--- src/rtl/wb_arbiter_2to1.sv ---
// Two-master, one-slave pipelined Wishbone arbiter with round-robin grant held per cyc window.
// Responses reach only the owning master; an outstanding-request counter handles aborted cycles.
module wb_arbiter_2to1 #(
    parameter int AW    = 12,
    parameter int SL    = 4,
    parameter int OUT_W = 3
) (
    input  logic          cpu_clock_i,
    input  logic          cpu_rst_ni,
    input  logic          m0_cyc_i,
    input  logic          m0_stb_i,
    input  logic          m0_we_i,
    input  logic [AW-1:0] m0_adr_i,
    input  logic [31:0]   m0_dat_i,
    input  logic [SL-1:0] m0_sel_i,
    output logic          m0_stall_o,
    output logic          m0_ack_o,
    output logic          m0_err_o,
    output logic [31:0]   m0_dat_o,
    input  logic          m1_cyc_i,
    input  logic          m1_stb_i,
    input  logic          m1_we_i,
    input  logic [AW-1:0] m1_adr_i,
    input  logic [31:0]   m1_dat_i,
    input  logic [SL-1:0] m1_sel_i,
    output logic          m1_stall_o,
    output logic          m1_ack_o,
    output logic          m1_err_o,
    output logic [31:0]   m1_dat_o,
    output logic          s_cyc_o,
    output logic          s_stb_o,
    output logic          s_we_o,
    output logic [AW-1:0] s_adr_o,
    output logic [31:0]   s_dat_o,
    output logic [SL-1:0] s_sel_o,
    input  logic          s_stall_i,
    input  logic          s_ack_i,
    input  logic          s_err_i,
    input  logic [31:0]   s_dat_i
);

    typedef enum logic [1:0] {IDLE, GNT0, GNT1, ABORT} state_e;

    state_e           state_q, state_d;
    logic             last_q, last_d;
    logic [OUT_W-1:0] outst_q, outst_d;

    logic gnt0, gnt1, in_gnt, full, inc, resp;

    assign gnt0   = (state_q == GNT0) && m0_cyc_i;
    assign gnt1   = (state_q == GNT1) && m1_cyc_i;
    assign in_gnt = (state_q == GNT0) || (state_q == GNT1);
    assign full   = &outst_q;

    // NOTE: every output gets a default first so no path leaves it unassigned (no latches).
    always_comb begin
        s_cyc_o    = 1'b0;
        s_stb_o    = 1'b0;
        s_we_o     = 1'b0;
        s_adr_o    = '0;
        s_dat_o    = '0;
        s_sel_o    = '0;
        m0_stall_o = 1'b1;
        m0_ack_o   = 1'b0;
        m0_err_o   = 1'b0;
        m0_dat_o   = '0;
        m1_stall_o = 1'b1;
        m1_ack_o   = 1'b0;
        m1_err_o   = 1'b0;
        m1_dat_o   = '0;
        if (gnt0) begin
            s_cyc_o    = 1'b1;
            s_stb_o    = m0_stb_i & ~full;
            s_we_o     = m0_we_i;
            s_adr_o    = m0_adr_i;
            s_dat_o    = m0_dat_i;
            s_sel_o    = m0_sel_i;
            m0_stall_o = s_stall_i | full;
            m0_ack_o   = s_ack_i;
            m0_err_o   = s_err_i;
            m0_dat_o   = s_dat_i;
        end else if (gnt1) begin
            s_cyc_o    = 1'b1;
            s_stb_o    = m1_stb_i & ~full;
            s_we_o     = m1_we_i;
            s_adr_o    = m1_adr_i;
            s_dat_o    = m1_dat_i;
            s_sel_o    = m1_sel_i;
            m1_stall_o = s_stall_i | full;
            m1_ack_o   = s_ack_i;
            m1_err_o   = s_err_i;
            m1_dat_o   = s_dat_i;
        end
    end

    assign inc  = s_stb_o & ~s_stall_i;
    assign resp = in_gnt & (s_ack_i | s_err_i);

    // A response at zero is spurious: still forwarded, but never underflows the count.
    always_comb begin
        outst_d = outst_q;
        if (state_q == ABORT) begin
            outst_d = '0;
        end else if (inc && !resp) begin
            outst_d = outst_q + 1'b1;
        end else if (resp && !inc && (outst_q != '0)) begin
            outst_d = outst_q - 1'b1;
        end
    end

    always_comb begin
        state_d = state_q;
        last_d  = last_q;
        unique case (state_q)
            IDLE: begin
                if (m0_cyc_i && m1_cyc_i) state_d = last_q ? GNT0 : GNT1;
                else if (m0_cyc_i)        state_d = GNT0;
                else if (m1_cyc_i)        state_d = GNT1;
            end
            GNT0: begin
                if (!m0_cyc_i) begin
                    last_d = 1'b0;
                    if (outst_d != '0) state_d = ABORT;
                    else if (m1_cyc_i) state_d = GNT1;
                    else               state_d = IDLE;
                end
            end
            GNT1: begin
                if (!m1_cyc_i) begin
                    last_d = 1'b1;
                    if (outst_d != '0) state_d = ABORT;
                    else if (m0_cyc_i) state_d = GNT0;
                    else               state_d = IDLE;
                end
            end
            default: state_d = IDLE;
        endcase
    end

    // NOTE: state registers use non-blocking assignments so all update together at the edge.
    always_ff @(posedge cpu_clock_i or negedge cpu_rst_ni) begin
        if (!cpu_rst_ni) begin
            state_q <= IDLE;
            last_q  <= 1'b1;
            outst_q <= '0;
        end else begin
            state_q <= state_d;
            last_q  <= last_d;
            outst_q <= outst_d;
        end
    end

endmodule

--- config.mk ---
export PLATFORM = sky130hd
export DESIGN_NAME = wb_arbiter_2to1
export DESIGN_NICKNAME = d
export VERILOG_FILES = /design/src/rtl/wb_arbiter_2to1.sv
export SDC_FILE = /design/constraint.sdc
export NUM_CORES = 1
export LEC_CHECK = 0
export ABC_AREA = 1
export CELL_PAD_IN_SITES_DETAIL_PLACEMENT = 1
export CELL_PAD_IN_SITES_GLOBAL_PLACEMENT = 1
export CORE_ASPECT_RATIO = 2
export CORE_MARGIN = 2
export CORE_UTILIZATION = 12
export CTS_CLUSTER_SIZE = 8
export DETAILED_ROUTE_END_ITERATION = 10
export PLACE_DENSITY = 0.95
export SYNTH_ARGS = -nofsm -noshare
export SYNTH_HDL_FRONTEND = slang
export SYNTH_SLANG_ARGS = --single-unit
--- constraint.sdc ---
create_clock -name cpu_clock_i -period 3.55 [get_ports cpu_clock_i]
set_input_delay 0.355 -clock cpu_clock_i [delete_from_list [all_inputs] [get_ports cpu_clock_i]]
set_output_delay 0.355 -clock cpu_clock_i [all_outputs]
set_load 0.02 [all_outputs]
==> impl_metrics.toml, run 1 <==
[status]
outcome = "complete, no violations"

[yosys]
syn_avg_cell_area_sq_um = 5.83
syn_inst = 254
yosys.area.top_type_share = 0.290
synth_warnings = 0
synth_top_family_by_area = "simple AND/OR/NAND/NOR gates"
synth_top_cell_by_area = "a22o_1"
yosysSeqAreaShare = 0.102
ys_async_sr_fraction = 1.00
yosys_most_used_dff = "dfrtp_1"
synth-seq-cells = 6
syn_area_sq_um = 1480
synth_most_common_cell = "nor2_1"
synth_fp_nets = 401
yosysUniqueCellTypes = 21
synth-xor-area-share = 0.00591
synth_adder_area_share = 0.0676
synthMuxAreaShare = 0
synth_compound_area_frac = 0.319
synth_common_cells = "nor2_1 (76), a22o_1 (49), inv_1 (47)"
synth-edff-count = 0
yosys.area_share.simple = 0.330
ys_top_cells_by_area = "a22o_1 (29%), nor2_1 (19%), inv_1 (12%)"

[sta]
setup_viol = 0
finClkSkew_ps = 2.30
hold_viol_final = 0
setup_ws_ps = 555
clock.fmax_mhz = 334
rsz0062_at_grt = "no"
slew_viol_final = 0
fin_crit_sh = 0.844
min_period_ps = 2990
finalSetupTns_ps = 0
tightest_slew_ps = 743
maxSlewHeadroom = 0.499

[global_routing]
grt_antenna_before_repair = 1
use_met2 = 0.298
grtUsageMet1 = 0.119
grt_pass1_vias = 2926
grt_pass1_wl_mm = 15.1
grt_use_met3 = 0.0609
gr-total-overflow = 0
top_usage_layer = "met2"
grt_use_total = 0.147
grt_max_degree = 51

[run]
max_cap_violations = 0

[routing]
drt_wl_total_mm = 11.0
num_vias = 2782
first_pass_iters = 4
first_iter_violations = 53
drc = 0
vias_per_cell = 4.27
wl_per_cell_um = 16.8
drtAntennaViolNets = 0

[clock_network]
insertion_delay_ps = 230
cts_hold_buf = 0
cts_resized = 0
cts_buffers = 3
cts_root_buf = "clkbuf_16"
cts_buffer_depth = 2
cts.sinks = 6
cts_tree = "yes"
postCtsSetupRepairBufs = 0
path_clk_slew_ps = 30
htreeDepth = 1

[floorplanning]
die_area_sq_um = 13300
core_sq_um = 12100
top_level_ports = 260
rows = 57
initial_core_util = 0.122
fp.dieH_um = 161
die_w_um = 82.6

[setup_path]
slowest_delay_ps = 630
worstPathRequired_ps = 3190
start_kind = "register"
cp-end-kind = "output port"
arrival_ps = 2640
cp_max_fo = 50
path_cells = "inv_1 -> ha_1 -> nand2_1 -> nor2_4 -> buf_4 -> a22o_1 -> clkdlybuf4s50_1"
path_class = "register to output port"
slowest_stage = "clkdlybuf4s50_1"

[power]
vdd_ir_drop_max_mv = 0.295
leakagePower_nw = 1.89
power_density_nw_per_um2 = 512

[placed_design]
dpl.hpwl_mm = 9.52
dp_slack_ps = 616
globalplace.congestion = 0.838
io_buffers = 259

[cells_and_area]
final_layout_size_suffix_gt1_frac = 0.0596
synthToLayoutAreaGrowth_pct = 190
final_nets = 651

[worst_hold_path]
hold_path_class = "input port to asynchronous set/reset pin"
-- cell type report --
type | instances | area (sq um)
well taps | 147 | 184
fillers | 1458 | 7830
multi-input cells | 181 | 1080
repair buffers | 262 | 2610
diodes | 1 | 2.50
clock buffers | 4 | 78.8
flip-flops and latches | 6 | 151
inverters | 50 | 188
-- kinds of logic after synthesis --
group,Yosys count
AOI/OAI and AO/OA,57
and+or+nand+nor,115
adders and majority gates,8
buffers and inverters,67
DFF,6
xor gates and xnor gates,1
-- stage by stage --
stage,cells,power [mW],hold WS (ps),utilization,area (sq um)
floorplan,254,1.15,59.4,-,1480
global placement,646,1.94,470,0.347,4210
detailed placement,646,2.03,479,0.347,4210
CTS,650,2.23,383,0.354,4290
global route,651,2.37,393,0.354,4290
finish,651,2.20,376,0.354,4290
-- worst paths after layout --
check                           start    endpoint  slack (ps)  cells after the start
setup / recovery           state_q[0]  s_dat_o[6]         560                      7
hold / removal             cpu_rst_ni  outst_q[2]         380                      1
setup reg to reg           state_q[1]  state_q[1]        1190                     17
hold reg to reg                last_q      last_q         480                      2
max in group asynchronous  cpu_rst_ni      last_q        2890                      1
min in group cpu_clock_i       last_q      last_q         480                      2
-- metal layers --
metal | up-vias | routed length [um]
li1 | 1317 | -
met1 | 1264 | 3250
met2 | 183 | 5880
met3 | 18 | 1590
met4 | 0 | 235
met5 | - | 0
-- power by group --
group          internal, mW  switching [mW]
sequential            0.111          0.0354
combinational         0.849            1.02
clock                 0.149          0.0389
total                  1.11            1.09
-- cell usage in the layout (no fill, tap or decap) --
master,netlist,routed
and2_1,1,1
dfstp_2,1,1
ha_1,8,8
nand2_2,6,6
clkbuf_1,8,1
xnor2_1,1,1
inv_1,47,47
nor2_2,2,2
o311ai_0,1,1
nand2_1,20,20
clkbuf_16,0,3
buf_4,0,9
nand3_1,6,6
a22o_1,49,49
nor2_4,0,1
dfrtp_1,5,5
o21ai_0,3,3
diode_2,0,1
nor2_1,76,75
buf_12,0,1
a21oi_1,4,4
nand3_2,3,3
inv_2,3,3
nand4_2,1,1
clkdlybuf4s50_1,0,252
-- registers in the layout, indices dropped and copies added (netlist names) --
signal and cells:
outst_q 3, last_q 1, state_q 2
-- critical path, delay by kind of cell (launching register included) --
| family | cells | cell delay [ps] |
|---|---|---|
| AND/OR/NAND/NOR | 2 | 320 |
| buffers and inverters | 3 | 1170 |
| adder cells (fa/ha/maj) | 1 | 240 |
| AO/OA/AOI/OAI | 1 | 250 |
| flip-flops | 1 | 420 |
(Power assumes the default switching activity.)
==> run 2, diff against run 1 <==
Settings changed: CORE_UTILIZATION 12 to 11, PLACE_DENSITY 0.95 to 0.89.
Clock period 3.55 ns to 3 ns, I/O delays scaled along.
==> run 2 against run 1 <==
Against the previous run: flip-flop and latch count unchanged; largest power group unchanged; via count grew 2.2%; critical path depth is the same; non-clock buffer count rose by 1; register-to-register slack got worse by 500 ps; critical endpoint is now m1_dat_o[31]; highest routed layer unchanged; sequential share of layout area decreased by 0.092 points; clock skew down 1.6 ps.
==> impl_metrics.toml, run 2 (same netlist as run 1, synthesis figures left out) <==
[floorplanning]
rows = 60
die_w_um = 86.1
core_sq_um = 13300
die_area_sq_um = 14500
initial_core_util = 0.111
fp.dieH_um = 168
top_level_ports = 260

[cells_and_area]
layout_common_cells = "clkdlybuf4s50_1 (231), nor2_1 (75), a22o_1 (49)"
final_common_cell = "clkdlybuf4s50_1"
reg_top3 = "outst_q x3, state_q x2, last_q x1"
fillers = 1592
synthToLayoutAreaGrowth_pct = 198
final-seq-area_sq_um = 151
top_register = "outst_q"
final_layout_size_suffix_gt1_frac = 0.103
final_nets = 652
largest_reg_flops = 3
multi_input_area_sq_um = 1080
stdcell_count = 660

[setup_path]
reg2regPathDepth = 17
path_class = "register to output port"
arrival_ps = 2460
worstPathRequired_ps = 2700
cp-end-kind = "output port"
start_kind = "register"
cp_max_fo = 34

[power]
leakagePower_nw = 1.97
vdd_ir_drop_max_mv = 0.400
power_density_nw_per_um2 = 633
finalPower_mw = 2.79

[global_routing]
grt_use_total = 0.174
gr-total-overflow = 0
grt_pass1_wl_mm = 18.6
grt_antenna_before_repair = 1
grt_pass1_vias = 3096
grt_max_degree = 51

[sta]
finalSetupTns_ps = 0
rsz0062_at_grt = "no"
fin_crit_sh = 0.921
slew_viol_final = 0
maxSlewHeadroom = 0.508
clock.fmax_mhz = 362
min_period_ps = 2760
tightest_slew_ps = 728
finClkSkew_ps = 0.725
hold_viol_final = 0
setup_viol = 0

[run]
max_cap_violations = 0

[clock_network]
cts.sinks = 6
insertion_delay_ps = 230
cts_buffers = 3
cts_hold_buf = 0
htreeDepth = 1
cts_buffer_depth = 2
cts_tree = "yes"
path_clk_slew_ps = 30
cts_resized = 0
cts_root_buf = "clkbuf_16"
postCtsSetupRepairBufs = 0

[routing]
drt_wl_total_mm = 13.2
num_vias = 2844
first_pass_iters = 4
drtAntennaViolNets = 0
vias_per_cell = 4.31
wl_per_cell_um = 20.0
drc = 0
first_iter_violations = 93

[placed_design]
dp_cells = 655
io_buffers = 259
dpl.hpwl_mm = 11.5
globalplace.congestion = 0.911

[status]
outcome = "complete, no violations"

[worst_hold_path]
hold_path_class = "input port to asynchronous set/reset pin"
## run 2: worst paths after layout
check,startpoint,to,slack (ps)
worst max register to register,state_q[1],state_q[0],690
worst min-delay path,cpu_rst_ni,outst_q[2],320
worst min register to register,last_q,last_q,490
min in group cpu_clock_i,last_q,last_q,490
max in group asynchronous,cpu_rst_ni,last_q,2400
worst max-delay path,state_q[0],m1_dat_o[31],240
## run 2: layout make-up
cell class,count,area share
tap,155,0.0440
inverter,50,0.0426
timing repair buffer,263,0.616
clock buffer,4,0.0179
multi-input combinational,181,0.245
sequential,6,0.0343
antenna,1,0.000568
## run 2: worst max-delay path, cell delays in order (launching register included)
cell             delay, ps
dfrtp_1                410
inv_1                  100
ha_1                   260
nand2_1                180
nor2_4                 180
inv_2                  240
nor2_1                 200
clkdlybuf4s50_1        630
## run 2: report_power, final
part / leakage, nW / switching, mW / internal (mW) / total, mW
Combinational: 1.86 / 1.31 / 1.08 / 2.40
Clock: 0.0382 / 0.0498 / 0.177 / 0.226
Sequential: 0.0714 / 0.0368 / 0.132 / 0.169
Total: 1.97 / 1.40 / 1.39 / 2.79
## run 2: metrics by stage
step                 util  setup slack [ps]  instance area (sq um)  hold WS [ps]
global route        0.332              59.2                   4410           336
CTS                 0.332               235                   4410           332
detailed placement  0.326               368                   4330           482
floorplan               -              1080                   1480          4.41
finish              0.332               238                   4410           322
global placement    0.326               437                   4330           463
## run 2: metal layers
metal | up-vias | GRT usage | part of all wire
met5 | - | 0 | 0
met4 | 0 | 0.0421 | 0.022
met3 | 12 | 0.103 | 0.18
met2 | 235 | 0.296 | 0.46
met1 | 1276 | 0.179 | 0.34
li1 | 1321 | - | -
==> run 3, diff against run 2 <==
Settings changed: SLEW_MARGIN from default to 20.
==> results of run 3 <==
Final layout, timing and power as in run 2 (identical DEF).
